[src/rtl/diff_macc_accumulator_pkg.sv]
// Shared definitions for the differential MACC accumulator: network-type
// decoding, event field layout and signed saturation bounds.
package diff_macc_accumulator_pkg;

  localparam int unsigned MAX_AW = 64;

  // Sub-field width: "cbm" carries only a negate bit, "rc" adds a double bit.
  function automatic int unsigned sw_of(input logic [31:0] net_type);
    return (net_type == 32'("cbm")) ? 1 : 2;
  endfunction

  function automatic int unsigned addr_w(input int unsigned na);
    return (na > 1) ? $clog2(na) : 1;
  endfunction

  function automatic int unsigned sub_lsb(input int unsigned ab);
    return ab;
  endfunction

  function automatic int unsigned last_bit(input int unsigned ab, input int unsigned sw);
    return ab + sw;
  endfunction

  function automatic int unsigned leap_bit(input int unsigned ab, input int unsigned sw);
    return ab + sw + 1;
  endfunction

  function automatic int unsigned ev_w(input int unsigned ab, input int unsigned sw);
    return ab + sw + 2;
  endfunction

  function automatic logic [MAX_AW-1:0] sat_max(input int unsigned aw);
    return (64'd1 << (aw - 1)) - 64'd1;
  endfunction

  function automatic logic [MAX_AW-1:0] sat_min(input int unsigned aw);
    return ~sat_max(aw);
  endfunction

endpackage

[src/rtl/diff_macc_accumulator_if.sv]
// Event-in / snapshot-out handshake bundle of the accumulator.
interface diff_macc_accumulator_if #(
  parameter int DW = 6,
  parameter int AW = 16
);
  logic          iValid_AS;
  logic          oReady_AS;
  logic [DW-1:0] iData_AS;
  logic          oValid_BS;
  logic          iReady_BS;
  logic [AW-1:0] oData_BS;

  modport master (
    output iValid_AS, iData_AS, iReady_BS,
    input  oReady_AS, oValid_BS, oData_BS
  );

  modport slave (
    input  iValid_AS, iData_AS, iReady_BS,
    output oReady_AS, oValid_BS, oData_BS
  );
endinterface

[src/rtl/diff_macc_accumulator_sat_add.sv]
// AW-bit signed adder that clamps to the representable range instead of wrapping.
module sat_add #(
  parameter int AW = 16
) (
  input  logic signed [AW-1:0] a_i,
  input  logic signed [AW-1:0] b_i,
  output logic signed [AW-1:0] sum_o
);
  import diff_macc_accumulator_pkg::*;

  localparam logic [MAX_AW-1:0] MAX64 = sat_max(AW);
  localparam logic [MAX_AW-1:0] MIN64 = sat_min(AW);
  localparam logic [AW-1:0]     MAX_P = MAX64[AW-1:0];
  localparam logic [AW-1:0]     MIN_N = MIN64[AW-1:0];

  logic [AW:0] wide;

  always_comb begin
    wide = {a_i[AW-1], a_i} + {b_i[AW-1], b_i};
    // Top two bits disagree only on overflow; the guard bit holds the true sign.
    if (wide[AW] != wide[AW-1]) begin
      sum_o = wide[AW] ? MIN_N : MAX_P;
    end else begin
      sum_o = wide[AW-1:0];
    end
  end
endmodule

[src/rtl/diff_macc_accumulator.sv]
// Differential multiply-accumulate: one-stage event buffer feeding a saturating
// accumulator, with a registered snapshot emitted at every step end.
module diff_macc_accumulator #(
  parameter int NA   = 4,
  parameter     TYPE = "rc",
  parameter int WW   = 8,
  parameter int AW   = 16
) (
  input  logic                 iCLK,
  input  logic                 iRST,
  input  logic [NA*WW-1:0]     iWeight,
  diff_macc_accumulator_if.slave bus
);
  import diff_macc_accumulator_pkg::*;

  localparam int unsigned SW   = sw_of(32'(TYPE));
  localparam int unsigned AB   = addr_w(NA);
  localparam int unsigned SUBL = sub_lsb(AB);
  localparam int unsigned LAST = last_bit(AB, SW);
  localparam int unsigned LEAP = leap_bit(AB, SW);

  logic [AB-1:0]        ev_addr;
  logic [1:0]           ev_sub;
  logic                 ev_last;
  logic                 ev_leap;
  logic signed [WW-1:0] w_sel;
  logic signed [AW-1:0] w_ext;
  logic signed [AW-1:0] delta_new;

  logic                 s1_vld_q, s1_vld_d;
  logic                 s1_end_q, s1_end_d;
  logic signed [AW-1:0] s1_delta_q, s1_delta_d;
  logic signed [AW-1:0] acc_q, acc_d;
  logic                 out_vld_q, out_vld_d;
  logic signed [AW-1:0] out_data_q, out_data_d;
  logic signed [AW-1:0] acc_sum;

  logic stall;
  logic ready;
  logic accept;
  logic consume;

  always_comb begin
    ev_addr          = bus.iData_AS[AB-1:0];
    ev_sub           = '0;
    ev_sub[SW-1:0]   = bus.iData_AS[SUBL +: SW];
    ev_last          = bus.iData_AS[LAST];
    ev_leap          = bus.iData_AS[LEAP];
    w_sel            = iWeight[int'(ev_addr)*WW +: WW];
    w_ext            = {{(AW-WW){w_sel[WW-1]}}, w_sel};
    delta_new        = w_ext;
    if (ev_sub[0]) delta_new = -w_ext;
    if (SW == 2 && ev_sub[1]) delta_new = delta_new <<< 1;
    if (ev_leap) delta_new = '0;
  end

  always_comb begin
    stall   = s1_vld_q && s1_end_q && out_vld_q && !bus.iReady_BS;
    ready   = !iRST && (!s1_vld_q || !stall);
    accept  = bus.iValid_AS && ready;
    consume = s1_vld_q && !stall;
  end

  sat_add #(.AW(AW)) u_sat_add (
    .a_i   (acc_q),
    .b_i   (s1_delta_q),
    .sum_o (acc_sum)
  );

  always_comb begin
    s1_vld_d   = s1_vld_q;
    s1_end_d   = s1_end_q;
    s1_delta_d = s1_delta_q;
    acc_d      = acc_q;
    out_vld_d  = out_vld_q;
    out_data_d = out_data_q;
    if (consume) begin
      acc_d    = acc_sum;
      s1_vld_d = 1'b0;
    end
    if (accept) begin
      s1_vld_d   = 1'b1;
      s1_end_d   = ev_leap | ev_last;
      s1_delta_d = delta_new;
    end
    // A drain and a fresh load on the same edge keep valid high throughout.
    if (out_vld_q && bus.iReady_BS) out_vld_d = 1'b0;
    if (consume && s1_end_q) begin
      out_vld_d  = 1'b1;
      out_data_d = acc_sum;
    end
  end

  always_ff @(posedge iCLK) begin
    if (iRST) begin
      s1_vld_q   <= 1'b0;
      s1_end_q   <= 1'b0;
      s1_delta_q <= '0;
      acc_q      <= '0;
      out_vld_q  <= 1'b0;
      out_data_q <= '0;
    end else begin
      s1_vld_q   <= s1_vld_d;
      s1_end_q   <= s1_end_d;
      s1_delta_q <= s1_delta_d;
      acc_q      <= acc_d;
      out_vld_q  <= out_vld_d;
      out_data_q <= out_data_d;
    end
  end

  always_comb begin
    bus.oReady_AS = ready;
    bus.oValid_BS = out_vld_q;
    bus.oData_BS  = out_data_q;
  end
endmodule
[src/flat_wrapper.sv]
// flat-port wrapper written by rule: the top's interface ports become plain ports
module diff_macc_accumulator_flat import diff_macc_accumulator_pkg::*;
#(
  parameter int NA   = 4,
  parameter     TYPE = "  ",
  parameter int WW   = 8,
  parameter int AW   = 16
)
  (iCLK, iRST, iWeight, bus_iValid_AS, bus_iData_AS, bus_iReady_BS, bus_oReady_AS, bus_oValid_BS, bus_oData_BS);
  diff_macc_accumulator_if #(.AW(AW)) bus_i ();
  input  logic iCLK;
  input  logic iRST;
  input  logic [NA*WW-1:0] iWeight;
  input wire logic [$bits(bus_i.iValid_AS)-1:0] bus_iValid_AS;
  input wire logic [$bits(bus_i.iData_AS)-1:0] bus_iData_AS;
  input wire logic [$bits(bus_i.iReady_BS)-1:0] bus_iReady_BS;
  output wire logic [$bits(bus_i.oReady_AS)-1:0] bus_oReady_AS;
  output wire logic [$bits(bus_i.oValid_BS)-1:0] bus_oValid_BS;
  output wire logic [$bits(bus_i.oData_BS)-1:0] bus_oData_BS;
  assign bus_i.iValid_AS = bus_iValid_AS;
  assign bus_i.iData_AS = bus_iData_AS;
  assign bus_i.iReady_BS = bus_iReady_BS;
  assign bus_oReady_AS = bus_i.oReady_AS;
  assign bus_oValid_BS = bus_i.oValid_BS;
  assign bus_oData_BS = bus_i.oData_BS;
  diff_macc_accumulator #(.NA(NA), .TYPE(TYPE), .WW(WW), .AW(AW)) u_core (.iCLK(iCLK), .iRST(iRST), .iWeight(iWeight), .bus(bus_i));
endmodule
[config.mk]
export PLATFORM = sky130hd
export DESIGN_NAME = diff_macc_accumulator_flat
export DESIGN_NICKNAME = d
export VERILOG_FILES = /design/src/rtl/diff_macc_accumulator_pkg.sv /design/src/rtl/diff_macc_accumulator_if.sv /design/src/rtl/diff_macc_accumulator_sat_add.sv /design/src/rtl/diff_macc_accumulator.sv /design/src/flat_wrapper.sv
export SDC_FILE = /design/constraint.sdc
export NUM_CORES = 1
export LEC_CHECK = 0
export BUFFER_PORTS_ARGS = -buffer_cell sky130_fd_sc_hd__buf_2
export CAP_MARGIN = 20
export CELL_PAD_IN_SITES_DETAIL_PLACEMENT = 2
export CELL_PAD_IN_SITES_GLOBAL_PLACEMENT = 2
export CORE_AREA = 3 3 93 130
export DETAILED_ROUTE_END_ITERATION = 10
export DIE_AREA = 0 0 96 133
export PLACE_DENSITY_LB_ADDON = 0.15
export SLEW_MARGIN = 10
export SYNTH_ARGS = -nofsm -noshare
export SYNTH_HDL_FRONTEND = slang
export SYNTH_SLANG_ARGS = --single-unit
[constraint.sdc]
create_clock -name iCLK -period 3.2 [get_ports iCLK]
set_input_delay 0.64 -clock iCLK [delete_from_list [all_inputs] [get_ports iCLK]]
set_output_delay 0.64 -clock iCLK [all_outputs]
set_load 0.05 [all_outputs]
=== After elaboration in Yosys (flattened, before gate mapping) ===
Cells that the tools add are included.
W data, S select, Z words.

* Flip-flop bits (word level): 51
* Output and inout port bits: 18
* Word-level logic and storage cells: 35

* $add $sub $neg: 2
* Equal/unequal tests: 1
* Shift operators: 1
* Mux-type cells: 9
* Bitwise operators: 1
* Reductions and logical operators: 15

{| class="wikitable"
|+ Operator list
! operator !! number
|-
| $mux W16 || 5
|-
| $shiftx A32 B6 Y8 || 1
|-
| $add A16 B16 Y17 || 1
|-
| $neg A8 Y16 || 1
|-
| $logic_and A1 B1 Y1 || 8
|-
| $logic_not A1 Y1 || 4
|-
| $mux W1 || 4
|-
| $reduce_bool A2 Y1 || 2
|-
| $logic_or A1 B1 Y1 || 1
|-
| $ne A1 B1 Y1 || 1
|-
| $or A1 B1 Y1 || 1
|}

=== Depth between registers and ports, before layout ===
* Depth in word-level cells: 8
* Mapped depth: 11

=== Cells and area by module ===
A second synthesis with hierarchy kept.

* Cells, all modules: 467
* Area total of the unflattened synthesis: 3702.3 um^2

{| class="wikitable"
|+ By module, submodules not included
! module !! instances !! cells an instance !! area an instance (um^2) !! seq. area each (um^2)
|-
| diff_macc_accumulator || 1 || 282 || 2337.2 || 1021.0
|-
| sat_add || 1 || 185 || 1365.1 || 0.0
|}

=== Worst setup path before layout ===
OpenSTA, ideal clock, no wires.

* Path type: input to register
* Start point: in bus_iData_AS[0]
* End point: reg u_core.s1_delta_q[8]
* Setup time: 0.114 ns
* Arrival time: 2.638 ns
* Required time: 3.086 ns
* Path slack: 0.448 ns
* Stages: 10
* Buffers on the path: 1
* Cells stage by stage: buf_6 mux4_1 nor4_1 nor2b_1 nand2_1 ha_1 nand2_1 o21ai_1 a21oi_1 a21o_1

* Cells in the longest elaborated chain, start to end: 5

{| class="wikitable"
|+ Ends and longest elaborated chain
! what !! line !! source
|-
| from (decl) || flat_wrapper.sv:15 || <nowiki>input wire logic [$bits(bus_i.iData_AS)-1:0] bus_iData_AS;</nowiki>
|-
| $shiftx A32 B6 Y8 * || diff_macc_accumulator.sv:49 || <nowiki>w_sel = iWeight[int'(ev_addr)*WW +: WW];</nowiki>
|-
| $neg A8 Y16 || diff_macc_accumulator.sv:52 || <nowiki>if (ev_sub[0]) delta_new = -w_ext;</nowiki>
|-
| $mux W16 * || diff_macc_accumulator.sv:52 ||
|-
| $mux W16 * || diff_macc_accumulator.sv:53 || <nowiki>if (SW == 2 && ev_sub[1]) delta_new = delta_new <<< 1;</nowiki>
|-
| $mux W16 * || diff_macc_accumulator.sv:54 || <nowiki>if (ev_leap) delta_new = '0;</nowiki>
|-
| to (signal assigned) || diff_macc_accumulator.sv:105 || <nowiki>s1_delta_q <= s1_delta_d;</nowiki>
|-
| to (decl) || diff_macc_accumulator.sv:32 || <nowiki>logic signed [AW-1:0] s1_delta_q, s1_delta_d;</nowiki>
|}

Mark *: on every way between the ends. The rest lies on a longest branch, timed or not.
A chain may end at the register's enable or synchronous reset.

=== Final worst setup path ===
* Start point: reg u_core.acc_q[5]
* End point: reg u_core.acc_q[0]

* Cells in the longest elaborated chain, start to end: 3
* Elaborated cells between the ends (all ways): 4

{| class="wikitable"
|+ Ends and longest elaborated chain
! what !! line !! source
|-
| from (decl) || diff_macc_accumulator.sv:33 || <nowiki>logic signed [AW-1:0] acc_q, acc_d;</nowiki>
|-
| from (signal assigned) || diff_macc_accumulator.sv:99 || <nowiki>acc_q <= '0;</nowiki>
|-
| from (signal assigned) || diff_macc_accumulator.sv:106 || <nowiki>acc_q <= acc_d;</nowiki>
|-
| $add A16 B16 Y17 * || diff_macc_accumulator_sat_add.sv:19 || <nowiki>wide = {a_i[AW-1], a_i} + {b_i[AW-1], b_i};</nowiki>
|-
| $mux W16 or $ne A1 B1 Y1 (tied branches) || diff_macc_accumulator_sat_add.sv:22, diff_macc_accumulator_sat_add.sv:21 ||
|-
| $mux W16 * || diff_macc_accumulator_sat_add.sv:21 || <nowiki>if (wide[AW] != wide[AW-1]) begin</nowiki>
|}

Marked as above.

==> reports/summary.txt <==
==========================================================================================
Max_slew headroom                                                                    40.5%
Htree depth                                                                              2
DP HPWL                                                                            8370 um
Vias                                                                                  3148
Worst reg-to-reg path cell count                                                         8
Overall routing resource usage                                                       17.0%
Actual transition at the worst max-transition pin                                 0.892 ns
Worst setup EP type                                                               register
Warnings, synthesis                                                                      0
Average wire per standard cell                                                     16.8 um
Core footprint                                                                   11000 um2
Critical hold path startpoint                                                 u_core.bus.oData_BS[15]$_SDFFE_PP0P_
First-pass GRT wire length                                                        17200 um
Initial core utilization                                                             29.9%
Maximum number of pins on one net before global-route repair                            45
Full die area                                                                    12800 um2
Fin nets                                                                               517
Clock tree root driver cell                                                   sky130_fd_sc_hd__clkbuf_16
Peak supply drop                                                                    216 uV
Layout Cell Area excl Fill                                                        3910 um2
GP Congestion                                                                        0.781
Worst hold path cell count                                                               2
Cell Chain, Critical Path                                                     ha_1 -> o21ai_0 -> a211oi_2 -> and4b_1 -> or4_1 -> o21ai_0 -> a21boi_0 -> a211oi_1
Required time of the worst setup path                                              3.33 ns
Count of antenna-violating nets left after detailed routing                              0
Layout overhead on the synthesized area                                              19.3%
Number of antenna violations at the first check in global routing                        0
Placed cell count                                                                      590
Slowest CP cell                                                               sky130_fd_sc_hd__or4_1
End of the worst register-to-register path                                    u_core.acc_q[0]$_SDFFE_PP0P_
TritonCTS buffer count                                                                   5
Sum of negative setup slack                                                           0 ns
Dominant delay contributor by cell family on the critical path                compound AO/OA/AOI/OAI gates
Startpoint class of the critical path                                             register
Number of primary I/O pins                                                              60
Clock net sink count                                                                    51
Pwr/cell area                                                                   427 nW/um2
Non-filler cells, final                                                                598
Number of buffer and inverter stages on the critical path                                0
Worst slack, placed                                                               0.105 ns
Total of buffers placed on input and output ports                                       59
CTS tree                                                                              done
Worst reg2reg setup slack                                                          0.31 ns
End point of the most critical hold path                                      u_core.bus.oData_BS[15]$_SDFFE_PP0P_
DIE HEIGHT                                                                          133 um
Kind of path behind the tightest hold check                                        reg2reg
Clock edge transition at the registers on the reported setup and hold paths        0.07 ns
Source of the worst register-to-register timing path                          u_core.acc_q[5]$_SDFFE_PP0P_
GR Overflow Total                                                                        0
Vias in the first global route                                                        3487
Worst Setup Slack, final                                                          0.308 ns
Maximum fanout along the worst path                                                      5
Final worst path period share                                                        90.4%
Min cycle time layout                                                              2.89 ns
Number of DRC markers in iteration 0                                                    88
Hold Violations, Final                                                                   0
Count of state elements after synthesis                                                 51
Synthesized area per cell                                                         8.24 um2
Number of DRC violations after detailed routing                                          0
Run status                                                                    finished clean
Leakage power                                                                      1.66 nW
Max_cap viols                                                                            0
Biggest cell delay along the critical path                                         0.59 ns
Final count of pins violating max slew                                                   0
Area of placed instances                                                          3750 um2
Final Skew                                                                      0.00440 ns
Quantity of hold-fixing buffers added after cts                                          0
Critical path class                                                                reg2reg
Async set-reset flop share out of synthesis                                             0%
Fraction of layout instances using a drive strength above 1                          20.1%
Die X                                                                                96 um
Setup-violating endpoint count in the final report                                       0
Highest clock frequency the design can meet                                        346 MHz
Post-synth EDFFs                                                                         0
Sequential-to-total area share from yosys stat                                       31.1%
Drt first pass iters                                                                     4
Gate Count Post-Synth                                                                  398
Count of antenna diodes in the layout                                                    0
Prevailing post-synth register cell                                           sky130_fd_sc_hd__dfxtp_1
Final wirelength                                                                  10100 um
Clock latency at the later pin of the worst-skew pair                              0.29 ns
Dominant cell type by count on the critical path                              sky130_fd_sc_hd__o21ai_0
Count of cell types in the netlist                                                      50
Post-synthesis cell area                                                          3280 um2
Drt via density                                                                       5.26
Arr. time, crit path                                                               3.02 ns
Maximum number of buffers from clock root to sink                                        2
Row cnt                                                                                 45
Mapped Nets                                                                            459
Unrepaired setup endpoints after global routing                                      false
==========================================================================================
-- how the worst max path moves through the flow --
stage / depth (start not counted) / start / end / slack (ns)
after global placement: 10 / bus_iData_AS[0] / u_core.s1_delta_q[8]$_SDFFE_PP0P_ / 0.19
after detailed placement: 10 / bus_iData_AS[0] / u_core.s1_delta_q[8]$_SDFFE_PP0P_ / 0.11
after floorplan: 10 / bus_iData_AS[0] / u_core.s1_delta_q[8]$_SDFFE_PP0P_ / 0.45
after global routing: 8 / u_core.s1_delta_q[1]$_SDFFE_PP0P_ / u_core.acc_q[0]$_SDFFE_PP0P_ / 0.06
final: 8 / u_core.acc_q[5]$_SDFFE_PP0P_ / u_core.acc_q[0]$_SDFFE_PP0P_ / 0.31
after CTS: 8 / u_core.acc_q[9]$_SDFFE_PP0P_ / u_core.acc_q[0]$_SDFFE_PP0P_ / 0.16
-- metal layers --
layer | share of wire (%) | routed length, um | GRT usage, % | vias to the layer above
li1 | - | - | - | 1563
met5 | 0 | 0 | 0 | -
met1 | 41 | 4100 | 19.0 | 1512
met4 | 1.3 | 133 | 4.11 | 0
met3 | 3.3 | 330 | 1.99 | 8
met2 | 55 | 5480 | 32.8 | 65
-- area by class of cell --
cell class              instances  area (um2)
flip-flops and latches         51        1020
well taps                     141         176
multi-input cells             317        2140
inverters                      12        45.0
clock buffers                   8         156
fillers                      1287        7070
repair buffers                 69         370
-- tightest hold or removal path: stages, from the launching register on --
cell and delay (ns):
sky130_fd_sc_hd__dfxtp_1 0.31, sky130_fd_sc_hd__nand2_1 0.05, sky130_fd_sc_hd__a21oi_1 0.05
-- cell usage in the layout, fill, tap and decap left out, types with 9 or more instances in the layout --
cell type / n
sky130_fd_sc_hd__dfxtp_1: 51
sky130_fd_sc_hd__maj3_1: 10
sky130_fd_sc_hd__a21o_1: 9
sky130_fd_sc_hd__nand2_1: 32
sky130_fd_sc_hd__xor2_1: 12
sky130_fd_sc_hd__ha_1: 18
sky130_fd_sc_hd__o21ai_0: 27
sky130_fd_sc_hd__a21oi_1: 34
sky130_fd_sc_hd__buf_2: 59
sky130_fd_sc_hd__buf_4: 10
sky130_fd_sc_hd__nand2b_1: 9
sky130_fd_sc_hd__nor2_1: 58
sky130_fd_sc_hd__inv_1: 12
sky130_fd_sc_hd__nor3_1: 16
sky130_fd_sc_hd__a211oi_1: 27
-- logic make-up (layout without fill, tap and decap cells) --
logic type               Yosys count  after routing  share of synthesized area (%)
flip-flops                        51             51                           31.1
buffers and inverters             30             89                           3.74
adder cells (fa/ha/maj)           29             29                           10.5
multiplexers                      12             12                           6.87
AO/OA/AOI/OAI                    121            121                           23.9
AND/OR/NAND/NOR                  138            138                           19.3
XOR/XNOR                          17             17                           4.54
-- synth_stat cells (4+ instances only) --
cell type                  number  area share (%)
sky130_fd_sc_hd__a211oi_1      28             6.4
sky130_fd_sc_hd__a21o_1         9             2.1
sky130_fd_sc_hd__a21oi_1       34             5.2
sky130_fd_sc_hd__clkbuf_1      15             1.7
sky130_fd_sc_hd__dfxtp_1       51              31
sky130_fd_sc_hd__ha_1          18             6.9
sky130_fd_sc_hd__inv_1         12             1.4
sky130_fd_sc_hd__maj3_1        10             3.1
sky130_fd_sc_hd__mux4_2         7             4.8
sky130_fd_sc_hd__nand2_1       32             3.7
sky130_fd_sc_hd__nand2b_1       9             1.7
sky130_fd_sc_hd__nor2_1        59             6.8
sky130_fd_sc_hd__nor2b_1        4            0.76
sky130_fd_sc_hd__nor3_1        16             2.4
sky130_fd_sc_hd__o211ai_1       6             1.4
sky130_fd_sc_hd__o21ai_0       27             4.1
sky130_fd_sc_hd__xnor2_1        5             1.3
sky130_fd_sc_hd__xor2_1        12             3.2
-- registers in the layout, summed over array words and instances, names as in the netlist --
signal,cells
u_core.acc_q,16
u_core.bus.oData_BS,16
u_core.bus.oValid_BS,1
u_core.s1_delta_q,16
u_core.s1_end_q,1
u_core.s1_vld_q,1
-- power by group --
group	switching, W	internal (W)
logic	0.000254	0.000163
clock network	0.000228	0.000333
registers	0.0000236	0.000671
total	0.000506	0.00117
-- through the flow --
| step | hold WS, ns | power (W) | util, % |
|---|---|---|---|
| after CTS | 0.463 | 0.00170 | 35.6 |
| after global placement | 0.440 | 0.00112 | 34.2 |
| after global routing | 0.496 | 0.00178 | 35.6 |
| after detailed placement | 0.452 | 0.00113 | 34.2 |
| final | 0.460 | 0.00167 | 35.6 |
| after floorplan | 0.429 | 0.00100 | - |
-- what timing repair did --
item | 4_1_cts | 5_1_grt
gates resized for setup | 0 | 1
endpoints found under the setup margin | 0 | 1
buffers inserted | 0 | 0
No activity file was read; power rests on OpenSTA's default activity.
